--- config.mk ---
export PLATFORM = sky130hd
export DESIGN_NAME = write_arbiter
export DESIGN_NICKNAME = d
export VERILOG_FILES = /design/src/rtl/write_arbiter_pkg.sv /design/src/rtl/write_arbiter_wb_queue.sv /design/src/rtl/write_arbiter.sv
export SDC_FILE = /design/constraint.sdc
export NUM_CORES = 1
export LEC_CHECK = 0
export ABC_AREA = 1
export CORE_MARGIN = 3
export CORE_UTILIZATION = 60
export DETAILED_ROUTE_END_ITERATION = 16
export MAX_ROUTING_LAYER = met4
export PLACE_DENSITY = 0.88
export RECOVER_POWER = 100
export SLEW_MARGIN = 0
export SYNTH_ARGS = -nofsm -noshare
export SYNTH_HDL_FRONTEND = slang
export SYNTH_SLANG_ARGS = --single-unit
--- constraint.sdc ---
create_clock -name clk -period 7.9 [get_ports clk]
set_input_delay 0.79 -clock clk [delete_from_list [all_inputs] [get_ports clk]]
set_output_delay 0.79 -clock clk [all_outputs]
set_load 0.05 [all_outputs]
--- src/rtl/write_arbiter_pkg.sv ---
// ============================================================================
//  Module   : write_arbiter_pkg
//  Purpose  : Shared widths, queue entry layout and helpers for write_arbiter.
//  Revision : 1.0
// ============================================================================
`default_nettype none

package write_arbiter_pkg;

    localparam int LEN_PREG_ADDR = 6;
    localparam int LEN_WORD      = 32;
    localparam int LEN_CONTEXT   = 4;
    localparam int LEN_WB_ENTRY  = LEN_PREG_ADDR + LEN_WORD + LEN_CONTEXT;

    typedef struct packed {
        logic [LEN_PREG_ADDR-1:0] pa_rd;
        logic [LEN_WORD-1:0]      d_rd;
        logic [LEN_CONTEXT-1:0]   ctx;
    } wb_entry_t;

    // True when a squash is requested and the entry shares any squashed context.
    function automatic logic hazard_hit(
        input logic                   hazard,
        input logic [LEN_CONTEXT-1:0] entry_ctx,
        input logic [LEN_CONTEXT-1:0] hazard_ctx
    );
        return hazard && (|(entry_ctx & hazard_ctx));
    endfunction

endpackage

`default_nettype wire

--- src/rtl/write_arbiter_wb_queue.sv ---
// ============================================================================
//  Module   : wb_queue
//  Purpose  : Circular write-back result buffer, 2 push ports, 1 pop per cycle.
//  Revision : 1.0
// ============================================================================
`default_nettype none

module wb_queue
    import write_arbiter_pkg::*;
#(
    parameter  int DEPTH = 4,
    localparam int PTR_W = $clog2(DEPTH),
    localparam int CNT_W = PTR_W + 1
) (
    input  logic                    clk,
    input  logic                    rstn,
    input  logic                    push0,
    input  logic [LEN_WB_ENTRY-1:0] push0_entry,
    input  logic                    push1,
    input  logic [LEN_WB_ENTRY-1:0] push1_entry,
    input  logic                    branch_hazard,
    input  logic [LEN_CONTEXT-1:0]  hazard_context,
    input  logic [LEN_CONTEXT-1:0]  safe_context,
    output logic                    head_valid,
    output logic [LEN_WB_ENTRY-1:0] head_entry,
    output logic [CNT_W-1:0]        count
);

    generate
        if ((DEPTH < 2) || ((DEPTH & (DEPTH - 1)) != 0)) begin : g_depth_check
            $error("wb_queue DEPTH must be a power of two and at least 2");
        end
    endgenerate

    logic                  valid_q [DEPTH];
    wb_entry_t             entry_q [DEPTH];
    logic [PTR_W-1:0]      head;
    logic [PTR_W-1:0]      tail;
    logic [PTR_W-1:0]      tail_p1;
    logic [PTR_W-1:0]      tail_next;
    logic [CNT_W-1:0]      n_push;
    logic                  pop;
    wb_entry_t             in0;
    wb_entry_t             in1;

    assign pop     = (count != '0);
    assign tail_p1 = tail + PTR_W'(1);
    assign n_push  = CNT_W'(push0) + CNT_W'(push1);

    always_comb begin
        tail_next = tail;
        if (push0 && push1) begin
            tail_next = tail + PTR_W'(2);
        end else if (push0) begin
            tail_next = tail_p1;
        end
    end

    // Incoming entries get the same safe-context clearing as stored ones.
    always_comb begin
        in0     = push0_entry;
        in1     = push1_entry;
        in0.ctx = in0.ctx & ~safe_context;
        in1.ctx = in1.ctx & ~safe_context;
    end

    always_ff @(posedge clk or negedge rstn) begin
        if (!rstn) begin
            head  <= '0;
            tail  <= '0;
            count <= '0;
            for (int i = 0; i < DEPTH; i++) begin
                valid_q[i] <= 1'b0;
                entry_q[i] <= '0;
            end
        end else begin
            for (int i = 0; i < DEPTH; i++) begin
                if (hazard_hit(branch_hazard, entry_q[i].ctx, hazard_context)) begin
                    valid_q[i] <= 1'b0;
                end
                entry_q[i].ctx <= entry_q[i].ctx & ~safe_context;
            end
            if (pop) begin
                valid_q[head] <= 1'b0;
                head          <= head + PTR_W'(1);
            end
            // Push slots are always free: the grant limit never exceeds DEPTH - count.
            if (push0) begin
                valid_q[tail] <= 1'b1;
                entry_q[tail] <= in0;
            end
            if (push1) begin
                valid_q[tail_p1] <= 1'b1;
                entry_q[tail_p1] <= in1;
            end
            tail  <= tail_next;
            count <= count + n_push - CNT_W'(pop);
        end
    end

    assign head_valid = valid_q[head];
    assign head_entry = entry_q[head];

endmodule

`default_nettype wire

--- src/rtl/write_arbiter.sv ---
// ============================================================================
//  Module   : write_arbiter
//  Purpose  : Grants up to two result sources per cycle into a write-back queue.
//  Revision : 1.0
// ============================================================================
`default_nettype none

module write_arbiter
    import write_arbiter_pkg::*;
#(
    parameter int N_SRC = 3,
    parameter int DEPTH = 4
) (
    input  logic                           clk,
    input  logic                           rstn,
    input  logic [N_SRC-1:0]               src_order,
    input  logic [N_SRC*LEN_PREG_ADDR-1:0] src_pa_rd,
    input  logic [N_SRC*LEN_WORD-1:0]      src_d_rd,
    input  logic [N_SRC*LEN_CONTEXT-1:0]   src_context,
    output logic [N_SRC-1:0]               src_accepted,
    output logic                           w1_order,
    output logic [LEN_PREG_ADDR-1:0]       w1_pa_rd,
    output logic [LEN_WORD-1:0]            w1_d_rd,
    input  logic                           branch_hazard,
    input  logic [LEN_CONTEXT-1:0]         hazard_context,
    input  logic [LEN_CONTEXT-1:0]         safe_context,
    output logic                           empty
);

    localparam int CNT_W = $clog2(DEPTH) + 1;

    logic [CNT_W-1:0]        count;
    logic [CNT_W-1:0]        free_slots;
    logic [1:0]              grant_limit;
    logic [1:0]              granted;
    logic                    push0;
    logic                    push1;
    wb_entry_t               push0_entry;
    wb_entry_t               push1_entry;
    wb_entry_t               cand;
    logic                    head_valid;
    wb_entry_t               head_fields;
    logic                    busy;

    // Free space is judged on the count at cycle start; the same-cycle pop is ignored.
    assign free_slots  = CNT_W'(DEPTH) - count;
    assign grant_limit = (free_slots >= CNT_W'(2)) ? 2'd2 : free_slots[1:0];

    always_comb begin
        granted      = '0;
        src_accepted = '0;
        for (int i = 0; i < N_SRC; i++) begin
            if (rstn && src_order[i] && (granted < grant_limit)) begin
                src_accepted[i] = 1'b1;
                granted         = granted + 2'd1;
            end
        end
    end

    // Zero-address and squashed results are taken but dropped; survivors pack into push0 first.
    always_comb begin
        push0       = 1'b0;
        push1       = 1'b0;
        push0_entry = '0;
        push1_entry = '0;
        cand        = '0;
        for (int i = 0; i < N_SRC; i++) begin
            cand.pa_rd = src_pa_rd[i*LEN_PREG_ADDR +: LEN_PREG_ADDR];
            cand.d_rd  = src_d_rd[i*LEN_WORD +: LEN_WORD];
            cand.ctx   = src_context[i*LEN_CONTEXT +: LEN_CONTEXT];
            if (src_accepted[i] && (cand.pa_rd != '0) &&
                !hazard_hit(branch_hazard, cand.ctx, hazard_context)) begin
                if (!push0) begin
                    push0       = 1'b1;
                    push0_entry = cand;
                end else begin
                    push1       = 1'b1;
                    push1_entry = cand;
                end
            end
        end
    end

    wb_queue #(
        .DEPTH (DEPTH)
    ) u_wb_queue (
        .clk            (clk),
        .rstn           (rstn),
        .push0          (push0),
        .push0_entry    (push0_entry),
        .push1          (push1),
        .push1_entry    (push1_entry),
        .branch_hazard  (branch_hazard),
        .hazard_context (hazard_context),
        .safe_context   (safe_context),
        .head_valid     (head_valid),
        .head_entry     (head_fields),
        .count          (count)
    );

    assign busy     = (count != '0);
    assign empty    = !busy;
    assign w1_order = busy && head_valid &&
                      !hazard_hit(branch_hazard, head_fields.ctx, hazard_context);
    assign w1_pa_rd = busy ? head_fields.pa_rd : '0;
    assign w1_d_rd  = busy ? head_fields.d_rd  : '0;

endmodule

`default_nettype wire
Word level (Yosys, flattened, before mapping):

Cells that the tools add are included.
W data, S select, Z words.

* logic and storage cells: 156
* flip-flop bits (word level): 179
* output and inout port bits: 43
* bits of input ports: 140

* bitwise operators: 22
* magnitude comparators: 10
* add/subtract/negate cells: 8
* multiplexer cells: 53
* reductions and logical operators: 44

Operators with widths (count)
* $mux W42: 13
* $bwmux W168: 2
* $mux W168: 2
* $demux W42 S2: 2
* $bmux W42 S2: 1
* $and A4 B4 Y4: 15
* $mux W32: 1
* $reduce_or A4 Y1: 8
* $logic_and A1 B1 Y1: 26
* $mux W1: 20
* $reduce_bool A6 Y1: 3
* $mux W4: 3
* $ge A3 B3 Y1 const B: 3
* $lt A3 B1 Y1 const B: 3
* $not A2 Y3: 3
* $mux W2: 4
* $not A4 Y4: 2
* $or A4 B4 Y4: 2
* $add A2 B1 Y2 const B: 3
* $demux W1 S2: 3
* $mux W6: 1
* $logic_not A1 Y1: 5
* $lt A2 B2 Y1: 2
* $add A3 B3 Y3: 1
* other kinds (9): 9

Depth between registers and ports, before layout:

Gate-level depths: netlist (run 1).

* depth in word-level cells: 20
* mapped depth: 20
* depth with buffers taken out: 20

By module:

From an unflattened synthesis (run 1), not the netlist that was laid out.

* cells, all modules: 1927
* area total of the unflattened synthesis: 12499.5 um2

By module, submodules not included
* wb_queue: seq. area each 4479.3 um2, instances 1, cells each 1348, area an instance 9914.5 um2
* write_arbiter: seq. area each 0.0 um2, instances 1, cells each 579, area an instance 2585.0 um2

Least setup slack after synthesis (run 1):

OpenSTA, ideal clock, no wires.

* path kind: flip-flop to flip-flop
* start point: reg u_wb_queue.count[0]
* end point: reg u_wb_queue.count[2]
* path buffers: 0
* data required time: 7821 ps
* setup time: 79 ps
* slack: 4183 ps
* stages on the path, launching flop included: 21
* arrival time: 3638 ps
* clock period less this slack: 3717 ps
* cell sequence: dfrtp_1 > inv_1 > ha_1 > ha_1 > nand2_1 > nor2_4 > a21oi_2 > nand2_1 > inv_1 > ha_1 > nand2_1 > nand2_1 > nor2_4 > nand2_2 > nand2_2 > ha_1 > inv_1 > ha_1 > fa_1 > xnor2_1 > xor2_1

* elaborated cells between the ends (all ways): 32
* those cells by class: 5 x add/sub; 4 x order compare; 13 x mux; 10 x reduce/logical

RTL lines
* start: declaration: RTL line write_arbiter_wb_queue.sv:26 `output logic [CNT_W-1:0] count`
* start signal: assignment: RTL line write_arbiter_wb_queue.sv:97 `count <= count + n_push - CNT_W'(pop);`
* $sub A3 B3 Y3 (*): RTL line write_arbiter.sv:46 `assign free_slots = CNT_W'(DEPTH) - count;`
* $ge A3 B2 Y1: RTL line write_arbiter.sv:47 `assign grant_limit = (free_slots >= CNT_W'(2)) ? 2'd2 : free_slots[1:0];`
* $mux W2 (*): RTL line write_arbiter.sv:47
* $lt A1 B2 Y1: RTL line write_arbiter.sv:53 `if (rstn && src_order[i] && (granted < grant_limit)) begin`
* $logic_and A1 B1 Y1: RTL line write_arbiter.sv:53
* $mux W1: RTL line write_arbiter.sv:53
* $lt A2 B2 Y1 (*): RTL line write_arbiter.sv:53
* $logic_and A1 B1 Y1 (*): RTL line write_arbiter.sv:53
* $mux W1 (*): RTL line write_arbiter.sv:53
* net src_accepted[1]: RTL line write_arbiter.sv:20 `output logic [N_SRC-1:0] src_accepted,`
* $logic_and A1 B1 Y1 (*) (2 in a row): RTL line write_arbiter.sv:71 `if (src_accepted[i] && (cand.pa_rd != '0) &&`
* $mux W1: RTL line write_arbiter.sv:71
* $mux W1: RTL line write_arbiter.sv:73 `if (!push0) begin`
* $mux W1: RTL line write_arbiter.sv:71
* $add A1 B1 Y2 (*): RTL line write_arbiter_wb_queue.sv:48 `assign n_push = CNT_W'(push0) + CNT_W'(push1);`
* $add A3 B3 Y3 (*): RTL line write_arbiter_wb_queue.sv:97
* $sub A3 B1 Y3 (*): RTL line write_arbiter_wb_queue.sv:97

Mark *: on every way through the listed nets, which the timed path passes. The rest lies on a longest branch.
A chain may end at the register's enable or synchronous reset.

Worst setup path after layout (run 1):

* start point: in hazard_context[1]
* end point: reg u_wb_queue.entry_q[126] (netlist name)

* longest elaborated chain between the ends: 15
* elaborated cells between the ends (all ways): 37
* those cells by class: 20 x mux; 5 x bitwise; 12 x reduce/logical

Ends and longest elaborated chain
* start: declaration: RTL line write_arbiter.sv:25 `input logic [LEN_CONTEXT-1:0] hazard_context,`
* $and A4 B4 Y4: RTL line write_arbiter_pkg.sv:27 `return hazard && (|(entry_ctx & hazard_ctx));`
* $reduce_or A4 Y1: RTL line write_arbiter_pkg.sv:27
* $logic_and A1 B1 Y1: RTL line write_arbiter_pkg.sv:27
* $logic_not A1 Y1: RTL line write_arbiter.sv:72 `!hazard_hit(branch_hazard, cand.ctx, hazard_context)) begin`
* $logic_and A1 B1 Y1: RTL line write_arbiter.sv:71
* $mux W42 / $mux W1 (equally long branches): RTL line write_arbiter.sv:71
* $mux W42: RTL line write_arbiter.sv:73
* $mux W42: RTL line write_arbiter.sv:71
* $mux W42: RTL line write_arbiter.sv:73
* $mux W42: RTL line write_arbiter.sv:71
* $and A4 B4 Y4: RTL line write_arbiter_wb_queue.sv:63 `in0.ctx = in0.ctx & ~safe_context;`
* $bwmux W168: RTL line write_arbiter_wb_queue.sv:90 `entry_q[tail] <= in0;`
* $mux W168: RTL line write_arbiter_wb_queue.sv:88 `if (push0) begin`
* $bwmux W168: RTL line write_arbiter_wb_queue.sv:94 `entry_q[tail_p1] <= in1;`
* $mux W168 (*): RTL line write_arbiter_wb_queue.sv:92 `if (push1) begin`
* end signal: indexed assignment: RTL line write_arbiter_wb_queue.sv:90
* end signal: indexed assignment: RTL line write_arbiter_wb_queue.sv:94
* end: declaration: RTL line write_arbiter_wb_queue.sv:36 `wb_entry_t entry_q [DEPTH];`

Every way passes the cells marked *; elsewhere a longest branch is shown, timed or not.

==> results of run 1 <==
logic make-up (layout without fill, tap and decap cells):
logic type      after synthesis  in the layout  synth area share (%)
compound gates              560            560                 24.90
xor+xnor                      3              3                0.2147
fa+ha+maj                    20             20                 2.106
buf+inv                     233            346                 8.065
flops                       179            179                 36.59
simple gates                861            861                 28.12
through the flow:
stage / util, % / total power [uW] / hold WS [ps]
5_1_grt: 73.53 / 6617 / 294.1
3_3_place_gp: 70.78 / 5334 / 463.4
4_1_cts: 73.74 / 6298 / 270.7
6_report: 73.53 / 6253 / 257.4
2_1_floorplan: - / 4219 / 441.6
3_5_place_dp: 70.78 / 5422 / 463.4
worst register-to-register path: cells and delay by family, from the launching register on:
kind	cells	cell delay, ps
fa+ha+maj	2	530
flops	1	350
buf+inv	4	1220
simple gates	9	3600
worst min-delay path by stage:
stage                              from  depth (start not counted)               endpoint
global route                       rstn                          1  u_wb_queue.entry_q[7]
floorplan           u_wb_queue.count[2]                          1    u_wb_queue.count[2]
global placement    u_wb_queue.count[2]                          1    u_wb_queue.count[2]
finish                             rstn                          1  u_wb_queue.entry_q[7]
CTS                                rstn                          1  u_wb_queue.entry_q[7]
detailed placement  u_wb_queue.count[2]                          1    u_wb_queue.count[2]
cell usage after synthesis (9+ instances only):
cell type and instances:
a21boi_0 29, nor2_1 380, o21ai_2 10, buf_4 9
inv_1 97, a21oi_1 98, clkbuf_1 63, buf_2 37
nand3_1 48, o21ai_0 233, o22ai_2 10, ha_1 19
nand2_1 405, o21ai_1 158, inv_2 12, o211ai_1 13
dfrtp_1 179
metal layers:
metal / GRT usage [%] / wire length (um) / vias to the layer above
li1: - / - / 6255
met1: 51.82 / 16490 / 6351
met2: 64.29 / 20400 / 1154
met3: 8.417 / 5556 / 230
met4: 19.63 / 2303 / 0
met5: - / 0 / -
cell usage in the layout, fill, tap and decap left out, types with 2 or more instances in the layout:
master           count
inv_6                4
clkbuf_16           17
inv_8                4
buf_4               18
nor2_4               3
a21oi_1             98
clkinv_8             2
nand3_2              3
nand2_4              4
o22ai_2             10
nor2_1             379
a21boi_1             5
nand3_1             49
inv_2               10
o21ai_0            333
inv_1               99
nand2_2              3
nand4_1              6
clkbuf_1             4
o21ai_1             58
clkdlybuf4s50_1    138
nand2_1            405
xnor2_1              2
ha_2                 2
nor3_1               2
nor2_2               5
o21ai_2             10
clkinv_4             3
ha_1                17
dfrtp_1            177
o211ai_1            13
dlygate4sd3_1       43
a21boi_0            29
registers in the layout (all words and copies together), names as in the netlist:
| register | flops |
|---|---|
| u_wb_queue.count | 3 |
| u_wb_queue.entry_q | 168 |
| u_wb_queue.valid_q | 4 |
| u_wb_queue.tail | 2 |
| u_wb_queue.head | 2 |
report_power, final:
group	switching, uW	leakage, uW	internal [uW]	total (uW)
Combinational	2650	0.00406	1120	3770
Sequential	243	0.00218	1380	1620
Clock	434	0.000289	426	860
area by class of cell:
| cell class | instances | area, um2 |
|---|---|---|
| Fill cell | 1622 | 5236 |
| Clock inverter | 15 | 160.2 |
| Sequential cell | 179 | 4484 |
| Timing Repair Buffer | 204 | 1973 |
| Multi-Input combinational cell | 1444 | 6758 |
| Clock buffer | 17 | 425.4 |
| Inverter | 110 | 412.9 |
| Tap cell | 265 | 331.6 |
==> results.md, run 1 <==
* CORE AREA at 0.01978 mm2
* Post_cts resized at 0
* Share of cells above drive strength 1 at 5.434%
* Die width at 148.8 um
* Final non-filler cell total at 2234
* Cell leakage power at 0.006531 uW
* CP startpoint: hazard_context[1]
* Clock Skew at 12.74 ps
* Gr usage total at 41.20%
* Flops & latches, synth at 179
* Worst path top cell family by delay: simple AND/OR/NAND/NOR gates
* Req. time, crit path at 8230 ps
* Setup violations, final at 0
* Slew headroom at -169.5%
* Initial antenna violation count at 0
* RSZ-0062 raised after global routing: no
* WL per Instance at 20.03 um
* Layout area overhead at 18.83%
* Post-place setup slack at 2903 ps
* Largest area contributor in the netlist: dfrtp_1
* DRC errors left at 0
* Worst r2r dst: u_wb_queue.entry_q[126]
* Post-synth EDFFs at 0
* Syn nets at 2016
* Worst-path maximum fanout at 49
* Max_cap viols at 6
* Post-Route WL at 44750 um
* CTS tree: yes
* Antenna diodes at 0
* Core Rows at 51
* CP endpoint: u_wb_queue.entry_q[126]
* Routability Congestion at 0.9908
* Failing checks: max-capacitance violations, max-slew violations
* Dpl cells at 2202
* Via count of the first global-routing pass at 13592
* Pins Over Slew Limit at 324
* Die H at 148.8 um
* Fin. Hold Viols at 0
* CP Data Arrival Time at 6630 ps
* CTS max path bufs at 2
* CP dominant cell by count: nand2_1
* Max H-tree Level at 4
* Max Freq at 0.1589 GHz
* Initial core utilization at 61.88%
* Full die area at 0.02215 mm2
* Synth top area share at 36.59%
* Worst skew pair latency at 450 ps
* Design area at 0.01455 mm2
* Reg clk slew, reported paths at 80 ps
* Post-layout min period at 6293 ps
* Worst Setup End Kind: flip-flop
* Worst Max-Slew Pin Slew at 4043 ps
* ANT nets after route at 0
* PortBufs at 182
* Via/cell ratio at 6.262
* Worst vdd ir at 0.2908 mV
* Clock Sinks at 179
* Syn Std Cell Area at 0.01224 mm2
* First-pass GRT wire length at 70420 um
* # IOs at 183
* Postcts setup bufs at 0
* Crit. path cell count at 15
* Cell variety after synth at 38
* Status: complete, but fails checks
* Hpwl dp at 27740 um
* Worst reg2reg startpoint: u_wb_queue.count[0]
* Drt initial violations at 1676
* Nets at 2116
* Syn_area_per_cell at 6.595 um2
* Global route overflow at 0
* Post-layout worst setup margin at 1607 ps
* Worst path slowest cell: nor2_2
* Largest net degree at the start of global routing at 99
* CTS buffer count at 17
* Via count at 13990
* CP bufs+invs at 4
* Power Dens Cells at 429.9 mW/mm2
* Hold Path Class: in2async
* Setup TNS at 0 ps
* Worst Reg-to-Reg Cells at 15
* Reg2reg setup slack at 2080 ps
* Top FF cell, synth: dfrtp_1
* Hold buffers post-CTS at 0
* Asr flop ratio synth at 100.0%
* Synth area leaders: dfrtp_1, nand2_1, nor2_1
* Cells after synthesis at 1856
* Clock root cell: clkbuf_16
* Fin crit share at 79.66%
* Synth Warn # at 0
* Critical path class: in2reg
* CP peak stage delay at 2270 ps
* Drt first pass iters at 6
* DP Area at 0.01400 mm2
* Crit-path cells: dlygate4sd3_1 -> nand2_1 -> nand2_1 -> nor2_2 -> nor2_1 -> nor2_8 -> nor2_2 -> nand2_4 -> nand2_1 -> buf_4 -> inv_2 -> nand2_1 -> inv_1 -> nand2_1 -> nand3_1
* Critical path launch point type: input port
* Sequential fraction of the synthesis area at 36.59%
(Power assumes the default switching activity.)
==> run 2, diff against run 1 <==
- CORE_UTILIZATION: 60 -> 50
- PLACE_DENSITY: 0.88 -> 0.79
- clock period: 7.9 -> 5.3 ns (I/O delays scaled with it)
==> run 2 against run 1 <==
  * The flow still finishes with violations (max-capacitance violations, max-slew violations)
  * Largest cell class unchanged
  * Clock skew decreased by 2.1 ps
  * Sequential share of layout area down 0.23 points
  * Critical endpoint is now w1_order
  * Clock power up 48%
  * Utilization shrank 12 points
  * Non-clock buffer count increased by 8
  * First-iteration DRC count grew 1.8%
  * Power up 49%
  * Global-route usage fell by 5.3 points
  * Register-to-register slack worse by 1200 ps
==> results.md, run 2 (synthesis results as in run 1) <==
* Status: complete, but fails checks
* Failing checks: max-capacitance violations, max-slew violations
* Post-Route WL at 46070 um (+2.9%)
* Hold Path Class: reg2reg
* Pins Over Slew Limit at 70 (-78%)
* Via count of the first global-routing pass at 13515 (-0.57%)
* Largest regs: u_wb_queue.entry_q (168), u_wb_queue.valid_q (4), u_wb_queue.count (3)
* Crit-path cells: inv_1 -> ha_1 -> ha_1 -> clkinv_1 -> nand2_1 -> a21oi_1 -> dlygate4sd3_1
* Max FFs per register at 168 (unchanged)
* Setup violations, final at 0 (unchanged)
* Setup TNS at 0 ps (unchanged)
* DRC errors left at 0 (unchanged)
* Clock root cell: clkbuf_16
* PortBufs at 182 (unchanged)
* CTS tree: yes
* Critical path class: reg2out
* Req. time, crit path at 4770 ps (-3460 ps)
* Clock Skew at 10.69 ps (-2.056 ps)
* Worst skew pair latency at 440 ps (about the same)
* Worst-path maximum fanout at 29 (-41%)
* CP Data Arrival Time at 4170 ps (-2460 ps)
* Largest net degree at the start of global routing at 76 (-23%)
* Reg clk slew, reported paths at 80 ps (about the same)
* Commonest non-fill, non-tap cell in the layout: nand2_1
* CORE AREA at 0.02375 mm2 (+20%)
* Antenna diodes at 0 (unchanged)
* Slew headroom at -63.10% (+110 points)
* First-pass GRT wire length at 72530 um (+3.0%)
* Cell leakage power at 0.006541 uW (+0.15%)
* Fill cell count at 2173 (+34%)
* Initial core utilization at 51.53% (-10 points)
* Routability Congestion at 0.9523 (-3.9%)
* Global route overflow at 0 (unchanged)
* Layout area overhead at 19.72%
* Power Dens Cells at 635.7 mW/mm2 (+48%)
* CTS max path bufs at 2 (unchanged)
* Most frequent cells in the layout: nand2_1, nor2_1, o21ai_0
* Worst vdd ir at 0.5126 mV (+76%)
* Worst Max-Slew Pin Slew at 2447 ps (-1597 ps)
* Max_cap viols at 2 (-4)
* Total design power at 9316 uW (+49%)
* Drt initial violations at 1707 (+1.8%)
* Most flops, register: u_wb_queue.entry_q
* Die width at 162.5 um (+9.2%)
* ANT nets after route at 0 (unchanged)
* # IOs at 183 (unchanged)
* Clock Sinks at 179 (unchanged)
* Critical path launch point type: flip-flop
* Worst Setup End Kind: primary output
* Drt first pass iters at 8 (+2)
* Max H-tree Level at 4 (unchanged)
* Initial antenna violation count at 0 (unchanged)
* Post-layout min period at 4698 ps
* CTS buffer count at 17 (unchanged)
* WL per Instance at 20.07 um (+0.20%)
* Max Freq at 0.2129 GHz
* Worst path slowest cell: ha_1
* Gr usage total at 35.86% (-5.3 points)
* RSZ-0062 raised after global routing: no
* Hpwl dp at 29850 um (+7.6%)
* Fin crit share at 88.64%
* Share of cells above drive strength 1 at 5.516% (+0.082 points)
* Nets at 2124 (+0.38%)
* Via count at 13709 (-2.0%)
* Postcts setup bufs at 0 (unchanged)
* Post-place setup slack at 961.5 ps (-1942 ps)
* Fin. Hold Viols at 0 (unchanged)
* Die H at 162.5 um (+9.2%)
* Design area at 0.01465 mm2 (+0.75%)
* Worst Reg-to-Reg Cells at 12 (-3)
* CP dominant cell by count: ha_1
* CP peak stage delay at 1210 ps (-1060 ps)
* Full die area at 0.02639 mm2 (+19%)
* Core Rows at 56 (+9.8%)
* Post-layout worst setup margin at 602.1 ps (-1005 ps)
* Hold Crit Depth at 1
* Post_cts resized at 0 (unchanged)
* DP Area at 0.01413 mm2 (+0.91%)
* Via/cell ratio at 5.973 (-4.6%)
==> run 2: cell types whose count changed in the layout (fill, tap and decap cells not counted), sizes merged <==
cell,change
buf,+6
clkinv,-5
clkinvlp,+4
clkbuf,+2
clkdlybuf4s50,+2
inv,-2
bufinv,+1
dlygate4sd3,-1
==> run 2: report_power, final <==
group          leakage, uW  total (uW)  internal, uW  switching, uW
combinational      0.00409        5530          1670           3860
sequential         0.00218        2510          2050            464
clock             0.000268        1270           664            609
total              0.00654        9320          4380           4930
==> run 2: final timing paths <==
check | startpoint | to | slack [ps]
max reg2reg | u_wb_queue.count[0] | u_wb_queue.entry_q[72] | 840
max in group asynchronous | rstn | u_wb_queue.head[0] | 1020
max | u_wb_queue.count[0] | w1_order | 600
min reg2reg | u_wb_queue.count[2] | u_wb_queue.count[2] | 480
min | u_wb_queue.count[2] | u_wb_queue.count[2] | 480
min in group asynchronous | rstn | u_wb_queue.count[0] | 590
==> run 2: critical path: cells and delay by family, from the launching register on <==
| family | cells | cell delay (ps) |
|---|---|---|
| AO/OA/AOI/OAI | 1 | 50 |
| AND/OR/NAND/NOR | 1 | 260 |
| adder cells (fa/ha/maj) | 2 | 1380 |
| flip-flops | 1 | 390 |
| buffers and inverters | 3 | 1630 |
==> run 2: cell type report <==
class	count	area (um2)	area share (%)
clock buffers	18	429.2	2.929
clock inverters	13	140.1	0.9563
inverters	110	412.9	2.818
multi-input cells	1444	6755	46.10
flip-flops and latches	179	4484	30.60
well taps	319	399.1	2.724
repair buffers	212	2033	13.87
==> run 2: routing by layer <==
metal,vias to the layer above,GRT usage [%],share of wire [%]
met2,938,55.38,45
met5,-,-,0
li1,6266,-,-
met3,183,6.816,11
met1,6322,45.52,39
met4,0,17.33,4.7
==> run 2: what timing repair did <==
item,in CTS,in global routing
setup endpoints to repair,0,0
hold buffers,1,0
endpoints found under the hold margin,4,0
==> run 2: metrics by stage <==
step	hold WS (ps)	utilization, %	instances
finish	482.4	61.69	2295
global route	493.5	61.69	2295
CTS	451.4	61.92	2295
detailed placement	338.6	59.48	2263
global placement	339.8	59.48	2263
floorplan	234.4	-	1856
